File: src/rtl/reg_four_bit_adder.sv
// ---------------------------------------------------------------------------
// reg_four_bit_adder
//
// Registered unsigned adder. Two WIDTH-bit operands are summed through a
// ripple-carry chain of full-adder cells. The WIDTH+1-bit result, including
// the carry-out, is captured in an output register on every rising clock edge.
// There is no enable and no handshake. Carry-in is fixed at zero.
//
// Ports:
//   clk   in   1         system clock; state updates on the rising edge
//   rstn  in   1         asynchronous active-low reset; clears c immediately
//   a     in   WIDTH     operand A, unsigned
//   b     in   WIDTH     operand B, unsigned
//   c     out  WIDTH+1   registered sum; c[WIDTH] is the carry-out
// ---------------------------------------------------------------------------
module reg_four_bit_adder #(
  parameter int WIDTH = 4
) (
  input  logic             clk,
  input  logic             rstn,
  input  logic [WIDTH-1:0] a,
  input  logic [WIDTH-1:0] b,
  output logic [WIDTH:0]   c
);

  // w_k[i] is the carry into cell i. w_k[WIDTH] is the carry-out.
  logic [WIDTH:0]   w_k;
  logic [WIDTH-1:0] w_s;
  logic [WIDTH:0]   w_next_sum;
  logic [WIDTH:0]   r_sum;

  assign w_k[0] = 1'b0;

  // One full-adder cell per bit, chained from LSB to MSB.
  generate
    for (genvar gi = 0; gi < WIDTH; gi++) begin : g_fa
      logic w_p;  // propagate term, reused for sum and carry
      assign w_p         = a[gi] ^ b[gi];
      assign w_s[gi]     = w_p ^ w_k[gi];
      assign w_k[gi + 1] = (a[gi] & b[gi]) | (w_k[gi] & w_p);
    end
  endgenerate

  assign w_next_sum = {w_k[WIDTH], w_s};

  always_ff @(posedge clk or negedge rstn) begin
    if (!rstn) begin
      r_sum <= '0;
    end else begin
      r_sum <= w_next_sum;
    end
  end

  assign c = r_sum;

endmodule

File: config.mk
export PLATFORM = sky130hd
export DESIGN_NAME = reg_four_bit_adder
export DESIGN_NICKNAME = d
export VERILOG_FILES = /design/src/rtl/reg_four_bit_adder.sv
export SDC_FILE = /design/constraint.sdc
export NUM_CORES = 1
export LEC_CHECK = 0
export CAP_MARGIN = 20
export CORE_AREA = 3 3 40 42
export DETAILED_ROUTE_END_ITERATION = 8
export DIE_AREA = 0 0 43 45
export PLACE_DENSITY = 0.41
export SKIP_LAST_GASP = 1
export SYNTH_ARGS = -nofsm -noshare
export SYNTH_HDL_FRONTEND = slang
export SYNTH_SLANG_ARGS = --single-unit
File: constraint.sdc
create_clock -name clk -period 0.8 [get_ports clk]
set_input_delay 0.12 -clock clk [delete_from_list [all_inputs] [get_ports clk]]
set_output_delay 0.12 -clock clk [all_outputs]
set_load 0.03 [all_outputs]
# After elaboration in Yosys (flattened, before gate mapping)
# Index checks and enable logic that the tools add are counted.
[totals] wordCells=18 in_bits=10 output_inout_bits=5 regBits=5
[classes] bitwise_logic=17
[ops] cell="$and A1 B1 Y1" count=7
[ops] cell="$xor A1 B1 Y1" count=7
[ops] cell="$or A1 B1 Y1" count=3

# Longest topological paths before layout
# Gate-level depths: netlist of run 1.
[depth] word_depth=7 mapped_depth=8 depth_no_buf=8

# Least setup slack after synthesis of run 1
# OpenSTA, ideal clock, no wires.
[synth_path] kind="input to register" from="in a[0]" to="reg r_sum[3] (netlist: c[3])" arrival_time_ns=1.374 setup_ns=0.114 required_time_ns=0.686 slack_ns=-0.687 path_stages=8 path_buffers=0 cell_sequence="ha_1 -> inv_1 -> fa_1 -> inv_1 -> fa_1 -> inv_1 -> fa_1 -> inv_1"
[synth_between] elab_chain_cells=6
[synth_lines] item="start, declared" line="21" source="input logic [WIDTH-1:0] a,"
[synth_lines] item="$and A1 B1 Y1 (2 in series)" line="40" source="assign w_k[gi + 1] = (a[gi] & b[gi]) | (w_k[gi] & w_p);"
[synth_lines] item="$or A1 B1 Y1" line="40"
[synth_lines] item="$and A1 B1 Y1" line="40"
[synth_lines] item="$or A1 B1 Y1" line="40"
[synth_lines] item="$xor A1 B1 Y1" line="39" source="assign w_s[gi] = w_p ^ w_k[gi];"
[synth_lines] item="net w_next_sum[3]" line="29" source="logic [WIDTH:0] w_next_sum;"
[synth_lines] item="end signal, assigned" line="50" source="r_sum <= w_next_sum;"
[synth_lines] item="end, declared" line="30" source="logic [WIDTH:0] r_sum;"
# The timed path passes the listed nets, and every way through them passes these cells.

# Worst setup path after layout of run 1
# Same ends and word-level chain as after synthesis.

==> impl_metrics.env, run 1 <==
export IMPL_status="complete, but fails checks"
export IMPL_violations="negative setup slack"
export IMPL_required_ns=0.93
export IMPL_finalWirelength_um=358
export IMPL_fin_crit_ns=1.33
export IMPL_drc=0
export IMPL_synth_area_um2=235
export IMPL_critPathCaptureType="flop"
export IMPL_cts_root_buf="clkbuf_4"
export IMPL_post_cts_buffers=0
export IMPL_largest_register_ffs=5
export IMPL_cts_sinks=5
export IMPL_die_w_um=43
export IMPL_drtPass1Iterations=1
export IMPL_muxShareOfSynthArea_pct=0
export IMPL_critPathMaxFanout=1
export IMPL_yosys_area_share_xor_xnor_pct=0
export IMPL_nets=52
export IMPL_synth_top_cell_area_share_pct=53.2
export IMPL_avgSynthCellArea_um2=12.4
export IMPL_grt_overflow_total=0
export IMPL_wl_per_cell_um=6.88
export IMPL_core_um2=1280
export IMPL_p_leak_nw=0.219
export IMPL_synth_compound_area_share_pct=0
export IMPL_vias=167
export IMPL_routabilityCongestion=0.604
export IMPL_synth_top_flop_cell="dfrtp_1"
export IMPL_place_ws_ns=-1.25
export IMPL_start_util_pct=18.3
export IMPL_stdcell_count=52
export IMPL_synthTopCellsByCount="inv_1, dfrtp_1, fa_1"
export IMPL_htree_levels=1
export IMPL_num_rows=13
export IMPL_die_area_um2=1940
export IMPL_synth_enable_flop_cells=0
export IMPL_hold_viol=0
export IMPL_finalCritPeriodShare_pct=166
export IMPL_cts_tree="yes"
export IMPL_portBuffers=14
export IMPL_power_density_nw_per_um2=1910
export IMPL_drtIter0Drc=0
export IMPL_max_slew_margin_pct=86.0
export IMPL_worst_pin_slew_ns=0.209
export IMPL_ys_warnings_count=0
export IMPL_numCtsBuffers=3
export IMPL_grt_max_degree=6
export IMPL_yosysMostFrequentCell="inv_1"
export IMPL_synthDistinctLibCells=4
export IMPL_postLayoutSetupSlackWorst_ns=-0.527
export IMPL_grt_pass1_wl_um=621
export IMPL_synth_area_top_cells="dfrtp_1, fa_1, inv_1"
export IMPL_netlist_instances=19
export IMPL_antenna_found_initial=0
export IMPL_total_power_uw=842
export IMPL_synth_adder_area_share_pct=30.9
export IMPL_synth_simple_gate_area_share_pct=0
export IMPL_hold_path_class="input port to asynchronous set/reset pin"
export IMPL_clock_path_buffers=2
export IMPL_ctsHoldBuffers=0
export IMPL_dieHeight_um=45
export IMPL_track_usage_pct=4.64
export IMPL_cp_start_kind="input port"
export IMPL_viasPerCell=3.21
export IMPL_max_freq_ghz=0.754
export IMPL_area_growth_pct=87.2
export IMPL_arrival_ns=1.45
export IMPL_ios=15
export IMPL_synthArstFlopShare_pct=100
export IMPL_finalMaxSlewViolations=0
export IMPL_ys_ff_latch=5
export IMPL_ant_nets=0
export IMPL_cap_violations=0
export IMPL_dp_hpwl_um=338
export IMPL_rsz0062_at_grt="yes"
export IMPL_worst_ir_drop_vdd_v=0.000362
export IMPL_clk_pin_slew_ns=0.04
export IMPL_tns_ns=-1.42
export IMPL_crit_start="a[0]"
export IMPL_final_layout_size_suffix_gt1_share_pct=54.1
export IMPL_final_core_util_pct=34.3
export IMPL_synth_nets=33
export IMPL_criticalPathCategory="input port to flop"
export IMPL_placed_cells=48
export IMPL_grt_pass1_vias=172
export IMPL_antennaDiodeCount=0
export IMPL_synth_top_cell_by_area="dfrtp_1"
export IMPL_synth_top_family_by_area="adder cells"
export IMPL_setup_viol=8
export IMPL_ys_seq_area_share_pct=53.2
[stage by stage]
step	hold WS, ns	cell area, µm²
floorplan	-0.176	253
global placement	0.350	399
detailed placement	0.348	399
CTS	0.0890	444
global route	0.0917	440
finish	0.0970	440
[worst max path at each step]
stage	slack [ns]	cells past startpoint	endpoint
after floorplan	-0.66	8	c[3]
after CTS	-0.60	9	c[3]
after global placement	-1.23	9	c[3]
after detailed placement	-1.25	9	c[3]
after global routing	-0.59	9	c[3]
final	-0.53	9	c[3]
[area by class of cell]
cell class	instances	area, µm²
timing repair buffer	14	143
tap	15	18.8
multi-input combinational	4	90.1
inverter	10	37.5
fill	142	845
clock buffer	4	26.3
sequential	5	125
[metal layers]
metal	GRT usage, %	vias up	part of all wire (%)
met3	0	0	10
met4	7.23	0	0
li1	-	83	-
met2	5.69	8	55
met5	0	-	0
met1	6.00	76	35
[kinds of logic (layout without fill, tap and decap cells)]
group,after synthesis,in the layout
flip-flops,5,5
adder cells (fa/ha/maj),4,4
buffers and inverters,10,28
[power breakdown]
group          internal (mW)  switching, mW
logic                  0.130          0.131
clock network          0.188         0.0873
registers              0.291         0.0155
[cells in the final DEF, fill, tap and decap left out, drive strengths merged]
master         Yosys  layout
clkbuf             0       6
inv               10      10
buf                0       7
dfrtp              5       5
fa                 3       3
clkdlybuf4s50      0       5
ha                 1       1
[critical path, stage by stage]
cell	delay (ns)
buf_8	0.07
ha_4	0.12
inv_2	0.03
fa_2	0.32
inv_2	0.06
fa_2	0.18
inv_2	0.04
fa_1	0.47
inv_1	0.04
[timing repair]
| action | in CTS | in global routing |
|---|---|---|
| pin swaps | 4 | 4 |
| endpoints found under the setup margin | 9 | 9 |
| gates resized for setup | 18 | 7 |
Power figures use the tool's default switching activity.
==> run 2, diff against run 1 <==
--- a/config.mk
+++ b/config.mk
@@ -7,6 +7,7 @@
 export LEC_CHECK = 0
 export CAP_MARGIN = 20
 export CORE_AREA = 3 3 40 42
+export CTS_CLUSTER_SIZE = 25
 export DETAILED_ROUTE_END_ITERATION = 8
 export DIE_AREA = 0 0 43 45
 export PLACE_DENSITY = 0.41
==> constraint.sdc (replaced) <==
create_clock -name clk -period 1.4 [get_ports clk]
set_input_delay 0.21 -clock clk [delete_from_list [all_inputs] [get_ports clk]]
set_output_delay 0.21 -clock clk [all_outputs]
set_load 0.03 [all_outputs]
==> run 2 against run 1 <==
The run still ends with negative setup slack left. Combinational power decreased by 50%. Largest cell class unchanged. Largest power group unchanged. Worst hold slack better by 0.089 ns. Critical path depth did not move.
==> impl_metrics.env, run 2 (synthesis results as in run 1) <==
export IMPL_status="complete, but fails checks"
export IMPL_violations="negative setup slack"
export IMPL_rsz0062_at_grt="yes"
export IMPL_antenna_found_initial=0
export IMPL_clock_path_buffers=2
export IMPL_max_slew_margin_pct=80.1
export IMPL_nets=52
export IMPL_hold_viol=0
export IMPL_ant_nets=0
export IMPL_place_area_um2=399
export IMPL_cts_root_buf="clkbuf_4"
export IMPL_worst_ir_drop_vdd_v=0.000273
export IMPL_largest_register_ffs=5
export IMPL_fin_area_um2=428
export IMPL_die_area_um2=1940
export IMPL_dieHeight_um=45
export IMPL_num_rows=13
export IMPL_place_ws_ns=-0.690
export IMPL_grt_max_degree=6
export IMPL_multi_input_area_um2=90.1
export IMPL_die_w_um=43
export IMPL_fillers=138
export IMPL_drc=0
export IMPL_setup_viol=1
export IMPL_cp_start_kind="input port"
export IMPL_drtPass1Iterations=1
export IMPL_ff_latch_area_um2=125
export IMPL_ctsHoldBuffers=0
export IMPL_hold_path_class="input port to asynchronous set/reset pin"
export IMPL_clk_pin_slew_ns=0.04
export IMPL_finalWirelength_um=366
export IMPL_ios=15
export IMPL_grt_pass1_wl_um=593
export IMPL_required_ns=1.53
export IMPL_finalMaxSlewViolations=0
export IMPL_area_growth_pct=81.9
export IMPL_routabilityCongestion=0.556
export IMPL_final_core_util_pct=33.3
export IMPL_total_power_uw=462
export IMPL_arrival_ns=1.54
export IMPL_p_leak_nw=0.215
export IMPL_dp_hpwl_um=304
export IMPL_hold_slack_ns=0.186
export IMPL_postLayoutSetupSlackWorst_ns=-0.0110
export IMPL_critPathMaxFanout=1
export IMPL_track_usage_pct=4.89
export IMPL_fin_crit_ns=1.41
export IMPL_drtIter0Drc=0
export IMPL_final_layout_size_suffix_gt1_share_pct=40.5
export IMPL_max_freq_ghz=0.709
export IMPL_mostFrequentLayoutCells="inv_2, inv_1, dfrtp_1, clkdlybuf4s50_1, dlygate4sd2_1"
export IMPL_cts_sinks=5
export IMPL_start_util_pct=18.3
export IMPL_vias=163
export IMPL_finalCritPeriodShare_pct=101
export IMPL_htree_levels=1
export IMPL_grt_overflow_total=0
export IMPL_cts_tree="yes"
export IMPL_grt_pass1_vias=164
export IMPL_antennaDiodeCount=0
export IMPL_wl_per_cell_um=7.04
export IMPL_viasPerCell=3.13
export IMPL_power_density_nw_per_um2=1080
export IMPL_cap_violations=0
export IMPL_core_um2=1280
export IMPL_critPathCaptureType="flop"
export IMPL_criticalPathCategory="input port to flop"
export IMPL_portBuffers=14
export IMPL_worst_pin_slew_ns=0.300
export IMPL_numCtsBuffers=3
run 2: worst paths after layout:
| path | start | depth (start not counted) | endpoint |
|---|---|---|---|
| setup / recovery | a[0] | 9 | c[3] |
| hold / removal | rstn | 1 | c[3] |
| max in group asynchronous | rstn | 1 | c[0] |
| min in group clk | b[0] | 2 | c[0] |
run 2: metal layers:
metal  share of wire, %  global-route usage (%)  wire, µm
met5                  0                       0         0
met4                  0                    9.04         0
met3                 16                    2.79        60
met2                 50                    5.99       182
met1                 33                    3.99       122
run 2: final cells by class:
| type | count | area share [%] |
|---|---|---|
| repair buffers | 14 | 30.4 |
| well taps | 15 | 4.39 |
| flip-flops and latches | 5 | 29.2 |
| inverters | 10 | 8.77 |
| multi-input cells | 4 | 21.1 |
| clock buffers | 4 | 6.14 |
run 2: critical path, stage by stage:
cell and delay, ns:
buf_8 0.07, ha_4 0.12, inv_2 0.03, fa_2 0.33, inv_2 0.06, fa_2 0.19
inv_2 0.04, fa_1 0.47, inv_1 0.04
run 2: what timing repair did:
| action | 4_1_cts | 5_1_grt |
|---|---|---|
| gates resized for setup | 23 | 4 |
| setup buffers | 0 | 0 |
| gates cloned | 0 | 0 |
| pin swaps | 4 | 4 |
| endpoints found under the setup margin | 8 | 1 |
run 2: through the flow:
stage,cells,setup TNS (ns)
3_3_place_gp,48,-1.76
2_1_floorplan,19,-0.199
3_5_place_dp,48,-1.77
5_1_grt,52,-0.0499
4_1_cts,52,-0.0547
6_report,52,-0.0110
run 2: report_power, final:
| part | switching, mW | internal (mW) | total, mW |
|---|---|---|---|
| Sequential | 0.00364 | 0.165 | 0.169 |
| Clock | 0.0550 | 0.107 | 0.162 |
| Combinational | 0.0754 | 0.0550 | 0.130 |
==> run 3, diff against run 2 <==
--- a/config.mk
+++ b/config.mk
@@ -6,10 +6,11 @@
 export NUM_CORES = 1
 export LEC_CHECK = 0
 export CAP_MARGIN = 20
-export CORE_AREA = 3 3 40 42
+export CORE_AREA = 2 2 39 41
 export CTS_CLUSTER_SIZE = 25
 export DETAILED_ROUTE_END_ITERATION = 8
-export DIE_AREA = 0 0 43 45
+export DIE_AREA = 0 0 41 43
+export GPL_ROUTABILITY_DRIVEN = 0
 export PLACE_DENSITY = 0.41
 export SKIP_LAST_GASP = 1
 export SYNTH_ARGS = -nofsm -noshare
==> run 3 against run 2 <==
Critical path depth is the same. Setup slack worse by 0.0028 ns. Via count increased by 3.1%. Power barely moved. Non-clock buffer count is the same. Count of clock-buffer cells in the layout did not move. Final cell count up 1.9%. Worst hold slack about the same. Highest routed layer unchanged. The run still ends with negative setup slack left. Largest cell class unchanged. First-iteration DRC count unchanged. Combinational power barely moved.
==> impl_metrics.env, run 3 (synthesis results as in run 1) <==
export IMPL_drtPass1Iterations=1
export IMPL_die_w_um=41
export IMPL_final_layout_size_suffix_gt1_share_pct=40.5
export IMPL_total_power_uw=462
export IMPL_wl_per_cell_um=6.77
export IMPL_cp_start_kind="input port"
export IMPL_numCtsBuffers=3
export IMPL_max_slew_margin_pct=79.8
export IMPL_fillers=144
export IMPL_htree_levels=1
export IMPL_pwr_share_comb_pct=28.2
export IMPL_seq_power_share_pct=36.6
export IMPL_die_area_um2=1760
export IMPL_p_switching_uw=134
export IMPL_placed_cells=49
export IMPL_num_rows=14
export IMPL_swShare_pct=29.0
export IMPL_viasPerCell=3.17
export IMPL_cts_sinks=5
export IMPL_fin_crit_ns=1.41
export IMPL_finalMaxSlewViolations=0
export IMPL_clk_pin_slew_ns=0.04
export IMPL_criticalPathCategory="input port to flop"
export IMPL_antenna_found_initial=0
export IMPL_area_growth_pct=82.4
export IMPL_ant_nets=0
export IMPL_tns_ns=-0.0137
export IMPL_clock_path_buffers=2
export IMPL_rsz0062_at_grt="yes"
export IMPL_drc=0
export IMPL_clock_power_share_pct=35.2
export IMPL_dieHeight_um=43
export IMPL_ff_latch_area_um2=125
export IMPL_nets=52
export IMPL_grt_pass1_vias=188
export IMPL_cts_tree="yes"
export IMPL_cap_violations=0
export IMPL_fin_area_um2=429
export IMPL_track_usage_pct=6.48
export IMPL_core_um2=1380
export IMPL_critPathMaxFanout=1
export IMPL_postLayoutSetupSlackWorst_ns=-0.0137
export IMPL_finalCritPeriodShare_pct=101
export IMPL_place_area_um2=400
export IMPL_largest_register_ffs=5
export IMPL_worst_ir_drop_vdd_v=0.000246
export IMPL_power_density_nw_per_um2=1080
export IMPL_arrival_ns=1.55
export IMPL_hold_path_class="input port to asynchronous set/reset pin"
export IMPL_ios=15
export IMPL_vias=168
export IMPL_mostFrequentLayoutCells="inv_2, inv_1, dfrtp_1, clkdlybuf4s50_1, dlygate4sd2_1"
export IMPL_grt_overflow_total=0
export IMPL_hold_slack_ns=0.185
export IMPL_setup_viol=1
export IMPL_place_ws_ns=-0.706
export IMPL_violations="negative setup slack"
export IMPL_hold_viol=0
export IMPL_grt_pass1_wl_um=634
export IMPL_stdcell_count=53
export IMPL_antennaDiodeCount=0
export IMPL_dp_hpwl_um=313
export IMPL_drtIter0Drc=0
export IMPL_required_ns=1.53
export IMPL_power_internal_uw=328
export IMPL_grt_max_degree=6
export IMPL_max_freq_ghz=0.707
export IMPL_portBuffers=14
export IMPL_finalWirelength_um=359
export IMPL_start_util_pct=17.0
export IMPL_status="complete, but fails checks"
export IMPL_final_core_util_pct=31.0
export IMPL_multi_input_area_um2=90.1
export IMPL_p_leak_nw=0.215
export IMPL_worst_pin_slew_ns=0.304
export IMPL_cts_root_buf="clkbuf_4"
export IMPL_critPathCaptureType="flop"
## run 3: repair_timing
item | 4_1_cts | 5_1_grt
buffers inserted | 0 | 0
pin swaps | 4 | 4
hold endpoints to repair | 0 | 0
setup endpoints to repair | 8 | 1
gates resized for setup | 23 | 4
hold buffers | 0 | 0
## run 3: layout make-up
cell class / instances / area share (%)
timing repair buffer: 14 / 30.3
sequential: 5 / 29.2
multi-input combinational: 4 / 21.0
inverter: 10 / 8.75
clock buffer: 4 / 6.12
tap: 16 / 4.66
## run 3: layer usage
metal / routed length (µm) / global-route usage [%]
met1: 133 / 3.97
met5: 0 / 0
met3: 43 / 3.66
met2: 182 / 8.44
met4: 0 / 12.0
## run 3: worst max-delay path: stages
cell,delay [ns]
buf_8,0.07
ha_4,0.12
inv_2,0.03
fa_2,0.32
inv_2,0.06
fa_2,0.19
inv_2,0.04
fa_1,0.47
inv_1,0.04
## run 3: how the worst max path moves through the flow
stage,from,to,slack (ns),cells past startpoint
6_report,a[0],c[3],-0.01,9
2_1_floorplan,a[0],c[3],-0.18,8
4_1_cts,b[0],c[3],-0.05,9
3_3_place_gp,a[0],c[3],-0.69,9
5_1_grt,a[0],c[3],-0.04,9
3_5_place_dp,a[0],c[3],-0.71,9
## run 3: power by group through the flow
stage               combinational [mW]  sequential (mW)  clock, mW
global placement                 0.143            0.172          0
finish                           0.130            0.169      0.162
CTS                              0.132            0.170      0.171
floorplan                       0.0240            0.217          0
global route                     0.145            0.171      0.190
detailed placement               0.144            0.173          0
